`src/rtl/icache_dm_pkg.sv`:
```
// Shared definitions for the direct-mapped instruction cache: FSM encoding,
// the fetch word width and helpers that derive the address field widths.
package icache_dm_pkg;

    // Instruction / address width shared with the fetch stage
    localparam int ILEN = 16;

    // FSM state encoding
    localparam logic [1:0] ST_IDLE    = 2'd0;
    localparam logic [1:0] ST_REFILL  = 2'd1;
    localparam logic [1:0] ST_RESPOND = 2'd2;

    // Word-offset width within a line
    function automatic int off_w(input int line_words);
        return $clog2(line_words);
    endfunction

    // Line-index width
    function automatic int idx_w(input int lines);
        return $clog2(lines);
    endfunction

    // Tag width: the 15-bit word address minus offset and index fields
    function automatic int tag_w(input int lines, input int line_words);
        return (ILEN - 1) - $clog2(line_words) - $clog2(lines);
    endfunction

endpackage

```
`src/rtl/icache_tag_ram.sv`:
```
// Tag + valid storage for the cache: asynchronous read, synchronous write,
// single-cycle bulk invalidate. Valid bits reset; tags do not.
module icache_tag_ram
    import icache_dm_pkg::*;
#(
    parameter int LINES = 16,
    parameter int IDX_W = 4,
    parameter int TAG_W = 9
) (
    input  logic             clk_i,
    input  logic             rst_i,
    input  logic [IDX_W-1:0] rd_idx_i,
    output logic [TAG_W-1:0] rd_tag_o,
    output logic             rd_valid_o,
    input  logic             wr_en_i,
    input  logic [IDX_W-1:0] wr_idx_i,
    input  logic [TAG_W-1:0] wr_tag_i,
    input  logic             clr_i
);

    logic [TAG_W-1:0] tag_mem [LINES];
    logic [LINES-1:0] valid_reg;
    logic [LINES-1:0] valid_next;

    // Per-line valid update: an installing write beats a simultaneous clear,
    // so a line refilled during a flush still lands valid
    genvar gi;
    generate
        for (gi = 0; gi < LINES; gi++) begin : g_valid
            assign valid_next[gi] = (wr_en_i && (wr_idx_i == IDX_W'(gi))) ? 1'b1 :
                                    clr_i                                 ? 1'b0 :
                                                                            valid_reg[gi];
        end
    endgenerate

    // Valid bit register with asynchronous clear on reset
    always_ff @(posedge clk_i or posedge rst_i) begin
        if (rst_i) begin
            valid_reg <= '0;
        end else begin
            valid_reg <= valid_next;
        end
    end

    // Tag array write port (no reset; guarded by valid bits)
    always_ff @(posedge clk_i) begin
        if (wr_en_i) begin
            tag_mem[wr_idx_i] <= wr_tag_i;
        end
    end

    assign rd_tag_o   = tag_mem[rd_idx_i];
    assign rd_valid_o = valid_reg[rd_idx_i];

endmodule

```
`src/rtl/icache_dm.sv`:
```
// Direct-mapped read-only instruction cache. Hits answer next cycle; a miss
// refills the whole line word 0 first, then replays the requested word.
module icache_dm
    import icache_dm_pkg::*;
#(
    parameter int LINES      = 16,
    parameter int LINE_WORDS = 4
) (
    input  logic            clk_i,
    input  logic            rst_i,
    input  logic            icache_rd_i,
    input  logic [ILEN-1:0] icache_pc_i,
    output logic            icache_valid_o,
    output logic [ILEN-1:0] icache_instr_o,
    input  logic            flush_i,
    output logic            mem_rd_o,
    output logic [ILEN-1:0] mem_addr_o,
    input  logic            mem_valid_i,
    input  logic [ILEN-1:0] mem_data_i
);

    localparam int OFF_W = off_w(LINE_WORDS);
    localparam int IDX_W = idx_w(LINES);
    localparam int TAG_W = tag_w(LINES, LINE_WORDS);
    localparam int WA_W  = ILEN - 1;

    logic [1:0]       state_reg;
    logic [OFF_W-1:0] cnt_reg;
    logic [WA_W-1:0]  pc_reg;
    logic             valid_reg;
    logic [ILEN-1:0]  instr_reg;
    logic [ILEN-1:0]  crit_reg;

    logic [ILEN-1:0]  data_mem [LINES*LINE_WORDS];

    logic [WA_W-1:0]  req_wa;
    logic [IDX_W-1:0] req_idx;
    logic [TAG_W-1:0] req_tag;
    logic [IDX_W-1:0] ref_idx;
    logic [TAG_W-1:0] ref_tag;
    logic [TAG_W-1:0] rd_tag;
    logic             rd_valid;
    logic             hit;
    logic             refill_beat;
    logic             refill_last;
    logic             unused_pc_bit;

    assign req_wa        = icache_pc_i[ILEN-1:1];
    assign req_idx       = req_wa[OFF_W +: IDX_W];
    assign req_tag       = req_wa[WA_W-1 -: TAG_W];
    assign ref_idx       = pc_reg[OFF_W +: IDX_W];
    assign ref_tag       = pc_reg[WA_W-1 -: TAG_W];
    assign unused_pc_bit = icache_pc_i[0];

    // A flush in the same cycle as a request forces that request to miss
    assign hit = (state_reg == ST_IDLE) && icache_rd_i && !flush_i &&
                 rd_valid && (rd_tag == req_tag);

    assign refill_beat = (state_reg == ST_REFILL) && mem_valid_i;
    assign refill_last = refill_beat && (cnt_reg == '1);

    assign mem_rd_o   = (state_reg == ST_REFILL);
    assign mem_addr_o = mem_rd_o ? {pc_reg[WA_W-1:OFF_W], cnt_reg, 1'b0} : '0;

    assign icache_valid_o = valid_reg;
    assign icache_instr_o = instr_reg;

    icache_tag_ram #(
        .LINES (LINES),
        .IDX_W (IDX_W),
        .TAG_W (TAG_W)
    ) u_tag_ram (
        .clk_i      (clk_i),
        .rst_i      (rst_i),
        .rd_idx_i   (req_idx),
        .rd_tag_o   (rd_tag),
        .rd_valid_o (rd_valid),
        .wr_en_i    (refill_last),
        .wr_idx_i   (ref_idx),
        .wr_tag_i   (ref_tag),
        .clr_i      (flush_i)
    );

    // Data array write port: one word per memory beat during refill
    always_ff @(posedge clk_i) begin
        if (refill_beat) begin
            data_mem[{ref_idx, cnt_reg}] <= mem_data_i;
        end
    end

    // Control FSM plus registered hit read and refill replay of the requested word
    always_ff @(posedge clk_i or posedge rst_i) begin
        if (rst_i) begin
            state_reg <= ST_IDLE;
            cnt_reg   <= '0;
            pc_reg    <= '0;
            valid_reg <= 1'b0;
            instr_reg <= '0;
            crit_reg  <= '0;
        end else begin
            case (state_reg)
                ST_IDLE: begin
                    valid_reg <= hit;
                    if (hit) begin
                        instr_reg <= data_mem[req_wa[OFF_W+IDX_W-1:0]];
                    end else if (icache_rd_i) begin
                        pc_reg    <= req_wa;
                        cnt_reg   <= '0;
                        state_reg <= ST_REFILL;
                    end
                end
                ST_REFILL: begin
                    valid_reg <= 1'b0;
                    if (mem_valid_i) begin
                        cnt_reg <= cnt_reg + OFF_W'(1);
                        // Keep the requested word as it streams past
                        if (cnt_reg == pc_reg[OFF_W-1:0]) begin
                            crit_reg <= mem_data_i;
                        end
                        if (cnt_reg == '1) begin
                            valid_reg <= 1'b1;
                            instr_reg <= (cnt_reg == pc_reg[OFF_W-1:0]) ? mem_data_i : crit_reg;
                            state_reg <= ST_RESPOND;
                        end
                    end
                end
                ST_RESPOND: begin
                    valid_reg <= 1'b0;
                    state_reg <= ST_IDLE;
                end
                default: begin
                    valid_reg <= 1'b0;
                    state_reg <= ST_IDLE;
                end
            endcase
        end
    end

endmodule

```
`config.mk`:
```
export PLATFORM = sky130hd
export DESIGN_NAME = icache_dm
export DESIGN_NICKNAME = d
export VERILOG_FILES = /design/src/rtl/icache_dm_pkg.sv /design/src/rtl/icache_tag_ram.sv /design/src/rtl/icache_dm.sv
export SDC_FILE = /design/constraint.sdc
export NUM_CORES = 1
export LEC_CHECK = 0
export CAP_MARGIN = 10
export CORE_MARGIN = 1.5
export CORE_UTILIZATION = 25
export DETAILED_ROUTE_END_ITERATION = 12
export GPL_ROUTABILITY_DRIVEN = 1
export SLEW_MARGIN = 20
export SYNTH_ARGS = -nofsm -noshare
export SYNTH_HDL_FRONTEND = slang
export SYNTH_HIERARCHICAL = 1
export SYNTH_SLANG_ARGS = --single-unit
```
`constraint.sdc`:
```
create_clock -name clk_i -period 2.8 [get_ports clk_i]
set_input_delay 0.7 -clock clk_i [delete_from_list [all_inputs] [get_ports clk_i]]
set_output_delay 0.7 -clock clk_i [all_outputs]
set_load 0.005 [all_outputs]
```
==> impl_results.md <==
* Cell Area, Synth at 48200 um^2
* Post-route ant nets at 0
* Slew headroom at 46.2%
* Seq/Total Area, Yosys at roughly 76%
* Clock power frac at 36.9%
* Hold Path End: data_mem[7][9]
* Switching pwr at around 0.011 W
* Pleak at between 15 and 20 nW
* Initial core utilization at 25.3%
* Drt first pass iters at 5
* Cell with the most instances after synthesis: edfxtp_1
* WHS Path Cells at 1
* First-pass GRT wire length at ~180000 um
* H-tree depth at 3
* Fmax at between 0.3 and 0.4 GHz
* Worst Min Path Start: mem_data_i[9]
* Die area at 195000 um^2
* Final setup TNS at 0 ns
* Max reg flops at between 1000 and 1500
* Crit Path Class: in2reg
* Core Region at about 190000 um^2
* Net Sw Frac at around 24%
* Startpoint types: input port
* Fin crit share at between 90% and 100%
* PD cells at about 740 nW/um^2
* IO Pins at 71
* Hold Buf Count CTS at 0
* Vias in the first global route at 24700
* Top fanout value on the critical path at 10
* Drt initial violations at approximately 2100
* Std cell rows at 160
* Final setup violation count at 0
* Largest net degree at the start of global routing at 89
* Synthesized netlist cell count at 2315
* Via count at about 24000
* Largest registers: data_mem x1024, u_tag_ram/tag_mem x144
* Layout area overhead at 22.4%
* Fin. Hold Viols at 0
* Critical Path RT at ~3.4 ns
* Syn_nets at between 2000 and 2500
* GPL Wtd Cong at between 0.8 and 0.9
* R2R setup slack at 0.10 ns
* HPWL after DPL at 80400 um
* Die X at ~440 um
* Die height at about 440 um
* Synth area leaders: edfxtp_1 73%, mux4_2 10%, mux2i_1 4.0%, dfrtp_1 3.5%, a22oi_1 1.4%
* Worst skew pair latency at between 0.7 and 0.8 ns
* Status: completed
* Post-Route WL at around 120000 um
* Sink Count at approximately 1200
* CTS root buf: clkbuf_16
* Worst-margin pin slew at roughly 0.81 ns
* Initial antenna violation count at 12
* Sequential power share at between 50% and 60%
* Nets@finish at about 2800
* Setup slack at placement at -1.12 ns
* Vias per inst at between 4 and 5
* Clock Tree Buf Depth at 3
* Max cap viols at 0
* Clock skew at a little under 0.06 ns
* TritonCTS clock tree: built
* R2r startpoint: u_tag_ram/tag_mem[11][7]
* Avg Inst Size Synth at around 21 um^2
* Flops & latches, synth at approximately 1200
* Reg2reg path depth at 9
* CTS Buf Count at 121
* IO Port Bufs at 68
* Biggest register: data_mem
* Yosys warnings at 6
* Ys flop type: edfxtp_1
* Synth top area share at 72.8%
* Clock-pin slew on the worst setup and hold paths at 0.06 ns
* Hold crit path type: in2reg
* Worst Path Arrival at 3.30 ns
* Int Pwr at 0.0328 W
* GRT Overall Usage at approximately an eighth
* Fin crit period at approximately 2.7 ns
* Final Core Density at a little under a third
* RSZ-0062 raised after global routing: false
* Synth area leader: edfxtp_1
* Pins Over Slew Limit at 0
* Drc violations at 0
* Fill count at between 15000 and 20000
* Synth cell types at 52
* Ys async rst share at 5.50%
* Post-synth EDFFs at 1168
* Worst setup margin at 0.0850 ns
* Routed length per instance at ~23 um
* Gate power share at 12.1%
* RR Endpoint: pc_reg[6]
* Max VDD drop at approximately 0.56 mV
* Total congestion overflow at 0
* Commonest cells post-synth: 1168 x edfxtp_1, 224 x mux4_2, 194 x mux2i_1
* Layout cells sized above 1 at approximately 29%
* Nature of the critical path endpoint: register
[placed cells by master (no fill, tap or decap), types with 6 or more instances in the layout]
cell type           n
clkinv_1           27
nand3b_1            9
mux2_2             23
and2_1             13
a22o_1             12
mux2_4              9
o221ai_1            8
clkbuf_16         123
a31o_1              8
buf_4             232
nand2_1            38
edfxtp_1         1168
dfrtp_1            64
a21oi_1            16
o21ai_1             6
clkinv_2           25
mux2i_1           194
bufinv_16          10
xor2_1             11
mux4_1             15
clkinvlp_4          6
nand3_1            13
clkbuf_1           30
nor2_1             91
a211oi_1            7
nand4_1            11
a31oi_1             6
o21ai_0            24
buf_2              16
o22ai_1            34
buf_12             98
dlygate4sd2_1      15
inv_1              14
a22oi_1            85
a21o_1             17
clkdlybuf4s50_1    31
mux4_2            229
nor2b_1             7
[repair_timing]
action	CTS	global route
setup buffers	6	2
pin swaps	0	1
hold endpoints to repair	0	0
resized for setup	35	14
gates cloned	0	1
setup endpoints to repair	50	34
[per-layer routing]
layer | global-route usage (%) | up-vias | share of wire, %
met5 | 0 | - | 0.018
met4 | 4.61 | 4 | 3.7
met3 | 2.07 | 183 | 5.2
met2 | 20.2 | 717 | 48
met1 | 16.0 | 12900 | 43
li1 | - | 10400 | -
[critical path, cell delays in order]
cell	delay (ns)
clkdlybuf4s50_1	0.63
nor2b_4	0.08
buf_12	0.15
a22oi_2	0.23
nand2_1	0.12
xor2_1	0.15
nor4_1	0.26
and4_2	0.33
or2_4	0.16
buf_12	0.14
mux2_2	0.33
[power groups by stage]
stage	Sequential (W)	Combinational, W	Clock (W)
global route	0.0222	0.00557	0.0170
floorplan	0.0221	0.00258	0
finish	0.0221	0.00524	0.0160
CTS	0.0222	0.00526	0.0164
global placement	0.0225	0.00516	0
detailed placement	0.0226	0.00522	0
[worst max-delay path by stage]
stage / end / slack, ns / depth (start not counted) / from
after floorplan: pc_reg[0] / -0.24 / 12 / icache_pc_i[3]
after global placement: icache_instr_o[0] / -1.11 / 12 / icache_pc_i[6]
after detailed placement: icache_instr_o[15] / -1.12 / 12 / icache_pc_i[6]
after CTS: cnt_reg[0] / 0.009 / 12 / icache_pc_i[5]
after global routing: cnt_reg[0] / 0.005 / 10 / u_tag_ram/tag_mem[10][5]
final: pc_reg[6] / 0.09 / 11 / icache_pc_i[5]
[cell type report]
class / instances / area [um^2] / share of cell area (%)
antenna: 1 / 2.50 / 0.00424
clock inverter: 73 / 681 / 1.15
timing repair buffer: 402 / 4340 / 7.36
tap: 2511 / 3140 / 5.32
clock buffer: 156 / 3230 / 5.48
inverter: 16 / 65.1 / 0.110
sequential: 1236 / 36800 / 62.3
multi-input combinational: 937 / 10800 / 18.2
[through the flow]
stage | instance area, um^2 | total power, W | std cells | hold WS (ns)
after floorplan | 48300 | 0.0247 | 2315 | 0.441
after global placement | 54900 | 0.0277 | 5093 | 0.458
after detailed placement | 54900 | 0.0278 | 5093 | 0.463
after CTS | 58900 | 0.0438 | 5328 | 0.294
after global routing | 59000 | 0.0448 | 5332 | 0.301
final | 59000 | 0.0434 | 5332 | 0.352
[cell families (layout without fill, tap and decap cells)]
logic type,count (synthesis),after routing,share of synthesized area (%)
compound gates,228,228,3.29
xor+xnor,11,11,0.200
fa+ha+maj,1,1,0.0260
buf+inv,142,647,1.58
flops,1236,1236,76.3
mux,470,470,16.3
other cells,1,2,0.00778
simple gates,226,226,2.27
Note: power is estimated with default switching activity, not from simulation.
